**src/rtl/bram_stream_pkg.sv**
```systemverilog
// Shared types and default widths for the BRAM stream reader and its skid buffer.
// No logic, so there is no latency and no backpressure.
package bram_stream_pkg;
    localparam int DEF_ADDR_W = 13;
    localparam int DEF_DATA_W = 2;

    typedef enum logic [1:0] {
        ST_IDLE  = 2'd0,
        ST_READ  = 2'd1,
        ST_DRAIN = 2'd2
    } rd_state_e;
endpackage

```
**src/rtl/bram_rd_skid.sv**
```systemverilog
// 2-entry valid/ready skid for BRAM read data. When empty it passes the input straight through (0 cycles).
// Words are held while o_out_rdy is low. The caller keeps held + incoming at 2 or fewer.
module bram_rd_skid #(
    parameter int DATA_W = 2
) (
    input  logic              i_clk,
    input  logic              i_rst_n,
    input  logic              i_flush,
    input  logic              i_in_vld,
    input  logic [DATA_W-1:0] i_in_dat,
    output logic              o_out_vld,
    input  logic              i_out_rdy,
    output logic [DATA_W-1:0] o_out_dat,
    output logic [1:0]        o_cnt
);
    logic [DATA_W-1:0] r_head;
    logic [DATA_W-1:0] r_tail;
    logic [1:0]        r_cnt;
    logic              w_pop;

    assign o_out_vld = (r_cnt != 2'd0) || i_in_vld;
    assign o_out_dat = (r_cnt != 2'd0) ? r_head : (i_in_vld ? i_in_dat : r_head);
    assign o_cnt     = r_cnt;
    assign w_pop     = o_out_vld && i_out_rdy;

    always_ff @(posedge i_clk or negedge i_rst_n) begin
        if (!i_rst_n) begin
            r_head <= '0;
            r_tail <= '0;
            r_cnt  <= 2'd0;
        end else if (i_flush) begin
            r_cnt <= 2'd0;
        end else begin
            case (r_cnt)
                2'd0: begin
                    // An incoming word that is accepted immediately bypasses storage.
                    if (i_in_vld && !w_pop) begin
                        r_head <= i_in_dat;
                        r_cnt  <= 2'd1;
                    end
                end
                2'd1: begin
                    if (i_in_vld && w_pop) begin
                        r_head <= i_in_dat;
                    end else if (i_in_vld) begin
                        r_tail <= i_in_dat;
                        r_cnt  <= 2'd2;
                    end else if (w_pop) begin
                        r_cnt <= 2'd0;
                    end
                end
                default: begin
                    if (w_pop) begin
                        r_head <= r_tail;
                        if (i_in_vld) r_tail <= i_in_dat;
                        else          r_cnt  <= 2'd1;
                    end
                end
            endcase
        end
    end
endmodule

```
**src/rtl/bram_stream_reader.sv**
```systemverilog
// Streams LEN BRAM words from BASE (wrapping) into a valid/ready port. First OUT_VALID comes 2 clocks after START; 1 word/clk when unstalled.
// Reads are throttled so that buffered plus in-flight words never exceed 2. Defining BRAM_STREAM_READER_ABORT_EN adds an ABORT input.
module bram_stream_reader
    import bram_stream_pkg::*;
#(
    parameter int ADDR_W = DEF_ADDR_W,
    parameter int DATA_W = DEF_DATA_W
) (
    input  logic              CLK,
    input  logic              RSTN,
    input  logic              START,
    input  logic [ADDR_W-1:0] BASE,
    input  logic [ADDR_W:0]   LEN,
`ifdef BRAM_STREAM_READER_ABORT_EN
    input  logic              ABORT,
`endif
    output logic              BUSY,
    output logic              DONE,
    output logic [ADDR_W-1:0] A0,
    output logic              CE0,
    output logic              WE0,
    output logic [DATA_W-1:0] D0,
    output logic [DATA_W-1:0] WEM0,
    input  logic [DATA_W-1:0] Q0,
    output logic              OUT_VALID,
    input  logic              OUT_READY,
    output logic [DATA_W-1:0] OUT_DATA
);
    rd_state_e         r_state;
    logic [ADDR_W-1:0] r_addr;
    logic [ADDR_W:0]   r_remain;
    logic              r_pend;
    logic              r_busy;
    logic              r_done;

    logic              w_abort;
    logic              w_flush;
    logic [1:0]        w_cnt;
    logic [2:0]        w_held;
    logic              w_ce0;
    logic              w_pop;
    logic              w_last_xfer;

`ifdef BRAM_STREAM_READER_ABORT_EN
    assign w_abort = ABORT;
`else
    assign w_abort = 1'b0;
`endif

    // r_pend marks the word the BRAM returns this cycle, which the skid has not yet absorbed.
    assign w_held      = {1'b0, w_cnt} + {2'b00, r_pend};
    assign w_ce0       = (r_state == ST_READ) && !w_abort && (w_held < 3'd2);
    assign w_pop       = OUT_VALID && OUT_READY;
    assign w_flush     = w_abort && (r_state != ST_IDLE);
    assign w_last_xfer = (r_state == ST_DRAIN) && w_pop && (w_held == 3'd1);

    assign BUSY = r_busy;
    assign DONE = r_done;
    assign A0   = r_addr;
    assign CE0  = w_ce0;
    assign WE0  = 1'b0;
    assign D0   = '0;
    assign WEM0 = '0;

    always_ff @(posedge CLK or negedge RSTN) begin
        if (!RSTN) begin
            r_state  <= ST_IDLE;
            r_addr   <= '0;
            r_remain <= '0;
            r_pend   <= 1'b0;
            r_busy   <= 1'b0;
            r_done   <= 1'b0;
        end else begin
            r_done <= 1'b0;
            r_pend <= w_ce0;
            case (r_state)
                ST_IDLE: begin
                    // BUSY holds through the DONE cycle, then follows START.
                    r_busy <= START;
                    if (START) begin
                        r_addr   <= BASE;
                        r_remain <= LEN;
                        if (LEN == '0) r_done  <= 1'b1;
                        else           r_state <= ST_READ;
                    end
                end
                ST_READ: begin
                    if (w_abort) begin
                        r_state <= ST_IDLE;
                        r_busy  <= 1'b0;
                    end else if (w_ce0) begin
                        r_addr   <= r_addr + ADDR_W'(1);
                        r_remain <= r_remain - (ADDR_W + 1)'(1);
                        if (r_remain == (ADDR_W + 1)'(1)) r_state <= ST_DRAIN;
                    end
                end
                ST_DRAIN: begin
                    if (w_abort) begin
                        r_state <= ST_IDLE;
                        r_busy  <= 1'b0;
                    end else if (w_last_xfer) begin
                        r_state <= ST_IDLE;
                        r_done  <= 1'b1;
                    end
                end
                default: begin
                    r_state <= ST_IDLE;
                    r_busy  <= 1'b0;
                end
            endcase
        end
    end

    bram_rd_skid #(
        .DATA_W (DATA_W)
    ) u_skid (
        .i_clk     (CLK),
        .i_rst_n   (RSTN),
        .i_flush   (w_flush),
        .i_in_vld  (r_pend),
        .i_in_dat  (Q0),
        .o_out_vld (OUT_VALID),
        .i_out_rdy (OUT_READY),
        .o_out_dat (OUT_DATA),
        .o_cnt     (w_cnt)
    );
endmodule

```
**config.mk**
```make
export PLATFORM = sky130hd
export DESIGN_NAME = bram_stream_reader
export DESIGN_NICKNAME = d
export VERILOG_FILES = /design/src/rtl/bram_stream_pkg.sv /design/src/rtl/bram_rd_skid.sv /design/src/rtl/bram_stream_reader.sv
export SDC_FILE = /design/constraint.sdc
export NUM_CORES = 1
export LEC_CHECK = 0
export BUFFER_PORTS_ARGS = -buffer_cell sky130_fd_sc_hd__buf_2
export CORE_UTILIZATION = 54
export CTS_CLUSTER_DIAMETER = 150
export CTS_CLUSTER_SIZE = 30
export DETAILED_ROUTE_END_ITERATION = 12
export PLACE_DENSITY = 0.91
export REMOVE_ABC_BUFFERS = 1
export SLEW_MARGIN = 20
export SYNTH_ARGS = -nofsm -noshare
export SYNTH_HDL_FRONTEND = slang
export SYNTH_SLANG_ARGS = --single-unit
```
**constraint.sdc**
```tcl
create_clock -name CLK -period 2.22 [get_ports CLK]
set_input_delay 0.222 -clock CLK [delete_from_list [all_inputs] [get_ports CLK]]
set_output_delay 0.222 -clock CLK [all_outputs]
set_load 0.05 [all_outputs]
```
==> flow_metrics.env, run 1 <==
export IMPL_wl_per_cell_um=15.2
export IMPL_max_vdd_ir_drop_mv=1.08
export IMPL_rsz0062_at_grt="false"
export IMPL_fmax_ghz=0.486
export IMPL_ys_ff_latch=38
export IMPL_setup_slack_ns=0.161
export IMPL_wl_um=5870
export IMPL_grt_overflow=0
export IMPL_via_count=2371
export IMPL_start_util=0.570
export IMPL_cts_sinks=38
export IMPL_ff_latch_area_sq_um=951
export IMPL_synth_seq_area_share=0.378
export IMPL_core_sq_mm=0.00441
export IMPL_met3_usage=0.0390
export IMPL_h_tree_depth=2
export IMPL_slew_headroom=0.427
export IMPL_maxSlewViolCount=0
export IMPL_cts_buffers_inserted=5
export IMPL_final_nets=378
export IMPL_grt_max_degree=39
export IMPL_insertion_delay_ns=0.30
export IMPL_stdcell_area_sq_mm=0.00291
export IMPL_final_common_cell="buf_2"
export IMPL_diodes=0
export IMPL_drt_pass1_iterations=4
export IMPL_yosysUniqueCellTypes=48
export IMPL_finClkSkew_ns=0.00529
export IMPL_critical_path_required_ns=2.40
export IMPL_ys_warnings_count=0
export IMPL_viasPerCell=6.13
export IMPL_outcome="completed"
export IMPL_antenna_found_initial=0
export IMPL_grt_pass1_wl_um=9940
export IMPL_async_reset_ff_frac=1.00
export IMPL_synth_ff_type="dfrtp_1"
export IMPL_hold_viol=0
export IMPL_layout_common_cells="buf_2 (51), dfrtp_1 (38), a21oi_1 (26), o22ai_1 (23), o21ai_0 (21)"
export IMPL_io_pins=57
export IMPL_power_density_mw_per_mm2=1690
export IMPL_dp_hpwl_um=4270
export IMPL_numPortBuffers=51
export IMPL_drc=0
export IMPL_grt_pass1_vias=2202
export IMPL_clk_pin_slew_ns=0.07
export IMPL_final_util=0.658
export IMPL_pre_cts_ws_ns=0.127
export IMPL_first_iter_violations=133
export IMPL_ant_nets=0
export IMPL_track_usage=0.253
export IMPL_nFillCells=376
export IMPL_post_synth_inst_count=283
export IMPL_setup_viol=0
export IMPL_synth_edf_count=0
export IMPL_tritoncts="done"
export IMPL_placementRows=24
export IMPL_crit_path_start_kind="flip-flop"
export IMPL_cts_root_buf="clkbuf_8"
export IMPL_ctsHoldBuffers=0
export IMPL_worst_setup_path_type="flip-flop to flip-flop"
export IMPL_use_met1=0.310
export IMPL_period_share=0.928
export IMPL_worst_pin_slew_ns=0.860
export IMPL_multiInputGateArea_sq_mm=0.00142
export IMPL_hold_class="input port to asynchronous set/reset pin"
export IMPL_die_width_um=70.3
export IMPL_postPlaceCellArea_sq_mm=0.00282
export IMPL_place_congestion=0.863
export IMPL_use_met2=0.438
export IMPL_min_period_ns=2.06
export IMPL_die_area_sq_mm=0.00494
export IMPL_area_growth_pct=15.5
export IMPL_leakage_nw=1.25
export IMPL_crit_fanout=8
export IMPL_drive_gt1_frac=0.248
export IMPL_clockBufferDepth=2
export IMPL_grt_busiest_layer="met2"
export IMPL_maxCapViolations=0
export IMPL_syn_area_per_cell_sq_um=8.90
export IMPL_critical_path_arrival_ns=2.24
export IMPL_critPathCaptureType="flip-flop"
export IMPL_die_h_um=70.3
export IMPL_syn_cell_area_sq_mm=0.00252
-- kinds of logic after synthesis --
family | Yosys count | share of synthesized area
buffers and inverters | 37 | 0.0681
adders and majority gates | 10 | 0.0497
and+or+nand+nor | 85 | 0.197
DFF | 38 | 0.378
other | 1 | 0.00149
muxes | 21 | 0.0875
AOI/OAI and AO/OA | 91 | 0.219
-- worst max-delay path, cell delays in order, from the launching register on --
cell and delay (ns):
dfrtp_1 0.44, ha_1 0.23, inv_1 0.06, ha_1 0.17, nor4bb_1 0.27, nand4_1 0.17, a221oi_2 0.26, mux2_1 0.34
-- Yosys cell counts, types with 2 or more instances --
cell,count,area share
o211ai_1,2,0.0060
nand4_1,12,0.030
a41oi_1,2,0.0070
a21oi_1,26,0.052
nor4_2,3,0.015
ha_1,10,0.050
o221ai_1,2,0.0070
nor4_1,5,0.012
nor3_1,7,0.014
or3_1,3,0.0075
mux2_2,7,0.031
o21ai_0,21,0.042
o41ai_1,2,0.0070
buf_4,5,0.015
nand2b_1,2,0.0050
inv_1,16,0.024
o31ai_1,2,0.0060
and2_1,5,0.012
o22ai_1,23,0.057
buf_2,5,0.0099
mux2i_1,13,0.052
nand3_1,15,0.030
dfrtp_1,38,0.38
clkbuf_1,10,0.015
a31oi_1,2,0.0050
nor2_1,11,0.016
o21a_1,2,0.0060
nand2_1,12,0.018
-- worst paths after layout --
check,from,to,slack [ns],cells after the start
min in group CLK,BASE[7],A0[7],0.19,3
worst min register to register,BUSY,BUSY,0.51,2
worst min-delay path,RSTN,A0[2],0.03,1
worst max register to register,u_skid.o_cnt[0],r_state[0],0.16,7
worst max-delay path,u_skid.o_cnt[0],r_state[0],0.16,7
max in group asynchronous,RSTN,DONE,1.65,1
-- per-layer routing --
metal  part of all wire  routed length [um]
met1               0.42                2470
met2               0.50                2940
met3              0.056                 328
met4              0.020                 117
met5                  0                   0
-- report_power, final --
part	switching (W)	internal (W)
Sequential	0.000426	0.00104
Combinational	0.00193	0.00105
Clock	0.000245	0.000216
-- cell type report --
type / instances / share of cell area
Inverter: 16 / 0.0207
Tap cell: 52 / 0.0224
Clock buffer: 7 / 0.0263
Multi-Input combinational cell: 212 / 0.487
Timing Repair Buffer: 62 / 0.116
Sequential cell: 38 / 0.327
-- stage by stage --
step	instances	hold slack [ns]	setup TNS [ns]	total power [W]
final	387	0.0329	0	0.00491
after global routing	387	0.102	0	0.00530
after CTS	386	0.0596	0	0.00490
after detailed placement	379	0.385	0	0.00443
after global placement	379	0.372	0	0.00430
after floorplan	266	-0.0736	-8.17	0.00360
-- sequential cells by signal (all words and copies together), names as in the netlist --
signal	flops
r_state	2
u_skid.o_cnt	2
r_pend	1
A0	13
BUSY	1
u_skid.r_tail	2
r_remain	14
DONE	1
u_skid.r_head	2
-- timing repair --
action                                  in CTS  in global routing
resized for setup                            0                  1
buffers inserted                             0                  1
endpoints found under the setup margin       0                  1
Power figures use the tool's default switching activity.
==> inputs of run 2 (changes only) <==
--- a/config.mk
+++ b/config.mk
@@ -12,6 +12,7 @@
 export DETAILED_ROUTE_END_ITERATION = 12
 export PLACE_DENSITY = 0.91
 export REMOVE_ABC_BUFFERS = 1
+export SETUP_SLACK_MARGIN = 0.2
 export SLEW_MARGIN = 20
 export SYNTH_ARGS = -nofsm -noshare
 export SYNTH_HDL_FRONTEND = slang
==> flow_metrics.env, run 2 (same netlist as run 1, synthesis figures left out) <==
export IMPL_outcome="completed"
export IMPL_io_pins=57
export IMPL_swShare=0.529
export IMPL_stdcell_area_sq_mm=0.00295
export IMPL_start_util=0.570
export IMPL_worst_pin_slew_ns=0.860
export IMPL_grt_pass1_wl_um=10100
export IMPL_clockBufferDepth=2
export IMPL_fmax_ghz=0.503
export IMPL_drt_pass1_iterations=4
export IMPL_grt_pass1_vias=2216
export IMPL_finClkSkew_ns=0.00474
export IMPL_die_area_sq_mm=0.00494
export IMPL_worst_setup_path_type="flip-flop to flip-flop"
export IMPL_cts_buffers_inserted=5
export IMPL_first_iter_violations=146
export IMPL_crit_path_max_incr_delay_ns=0.38
export IMPL_largest_reg_flops=14
export IMPL_cp_slowest_cell="dfrtp_1"
export IMPL_nFillCells=371
export IMPL_dp_hpwl_um=4270
export IMPL_rr_endpoint="r_remain[6]"
export IMPL_p_comb_frac=0.613
export IMPL_numPortBuffers=51
export IMPL_maxCapViolations=0
export IMPL_crit_top_cell="buf_4"
export IMPL_antenna_found_initial=0
export IMPL_hold_viol=0
export IMPL_clkPwrFrac=0.092
export IMPL_die_width_um=70.3
export IMPL_leakage_nw=1.25
export IMPL_power_w=0.00501
export IMPL_setup_viol=0
export IMPL_viasPerCell=6.21
export IMPL_min_period_ns=1.99
export IMPL_wl_met2_um=3100
export IMPL_place_congestion=0.863
export IMPL_max_vdd_ir_drop_mv=1.13
export IMPL_wl_um=6080
export IMPL_hold_class="input port to asynchronous set/reset pin"
export IMPL_insertion_delay_ns=0.30
export IMPL_switching_power_w=0.00265
export IMPL_placementRows=24
export IMPL_rrSetupSlack_ns=0.23
export IMPL_diodes=0
export IMPL_crit_chain="inv_1 > ha_2 > buf_4 > nand2b_1 > and2_1 > buf_4 > a31oi_1 > o21ai_0"
export IMPL_clk_pin_slew_ns=0.07
export IMPL_wl_per_cell_um=15.7
export IMPL_r2r_cells=8
export IMPL_period_share=0.896
export IMPL_tritoncts="done"
export IMPL_critPathCaptureType="flip-flop"
export IMPL_rsz0062_at_grt="true"
export IMPL_postPlaceCellArea_sq_mm=0.00282
export IMPL_setup_tns_ns=0
export IMPL_crit_fanout=17
export IMPL_via_count=2411
export IMPL_internal_power_w=0.00236
export IMPL_cts_root_buf="clkbuf_8"
export IMPL_h_tree_depth=2
export IMPL_regMostFlops="r_remain"
export IMPL_die_h_um=70.3
export IMPL_ant_nets=0
export IMPL_drt_met1_wl_um=2530
export IMPL_core_sq_mm=0.00441
export IMPL_multiInputGateArea_sq_mm=0.00145
export IMPL_power_density_mw_per_mm2=1700
export IMPL_area_growth_pct=17.1
export IMPL_layout_common_cells="buf_2 (51), dfrtp_1 (38), a21oi_1 (26), o22ai_1 (23), o21ai_0 (21)"
export IMPL_reg2reg_from="r_state[1]"
export IMPL_track_usage=0.256
export IMPL_drive_gt1_frac=0.268
export IMPL_final_common_cell="buf_2"
export IMPL_p_seq_frac=0.295
export IMPL_ff_latch_area_sq_um=951
export IMPL_drc=0
export IMPL_critical_path_arrival_ns=2.16
export IMPL_crit_path_start_kind="flip-flop"
export IMPL_wl_met3_um=330
export IMPL_grt_max_degree=39
export IMPL_critical_path_required_ns=2.39
export IMPL_slew_headroom=0.427
export IMPL_highest_layer="met4"
export IMPL_cts_sinks=38
export IMPL_final_nets=379
export IMPL_grt_overflow=0
export IMPL_maxSlewViolCount=0
[run 2: routing by layer]
| layer | track usage | vias up |
|---|---|---|
| li1 | - | 1169 |
| met1 | 0.316 | 1125 |
| met2 | 0.440 | 104 |
| met3 | 0.0390 | 13 |
| met4 | 0.111 | 0 |
| met5 | 0 | - |
[run 2: worst max-delay path by stage]
stage	cells after the start	to	slack [ns]	from
finish	8	r_remain[6]	0.23	r_state[1]
global route	8	r_remain[6]	0.06	r_state[1]
CTS	7	r_remain[6]	0.19	r_state[0]
detailed placement	7	r_state[0]	0.13	u_skid.o_cnt[0]
global placement	7	r_state[0]	0.23	u_skid.o_cnt[0]
floorplan	6	A0[10]	-0.34	r_state[1]
[run 2: layout make-up]
class                   instances  area share
clock buffers                   7      0.0259
well taps                      52      0.0221
flip-flops and latches         38       0.322
multi-input cells             212       0.492
inverters                      16      0.0204
repair buffers                 63       0.117
[run 2: power groups by stage]
stage | clock [W] | sequential, W | combinational, W
floorplan | 0 | 0.00185 | 0.00175
global placement | 0 | 0.00144 | 0.00287
detailed placement | 0 | 0.00147 | 0.00297
CTS | 0.000473 | 0.00145 | 0.00300
global route | 0.000495 | 0.00152 | 0.00336
finish | 0.000462 | 0.00147 | 0.00307
[run 2: critical path, delay by kind of cell (launching register included)]
family	cells	cell delay, ns
and+or+nand+nor	2	0.41
AOI/OAI and AO/OA	2	0.29
adders and majority gates	1	0.24
DFF	1	0.38
buffers and inverters	3	0.53
[run 2: per-stage QoR]
stage,worst slack [ns],utilization,hold slack [ns],cells
2_1_floorplan,-0.339,-,-0.0736,266
3_3_place_gp,0.229,0.638,0.372,379
3_5_place_dp,0.127,0.638,0.385,379
4_1_cts,0.193,0.658,0.0596,387
5_1_grt,0.0645,0.668,0.101,388
6_report,0.231,0.668,0.0333,388
[run 2: repair_timing]
action,4_1_cts,5_1_grt
cloned,0,0
pin swaps,0,2
gates resized for setup,1,8
setup endpoints to repair,1,24
buffers inserted,1,1
hold buffers,0,0
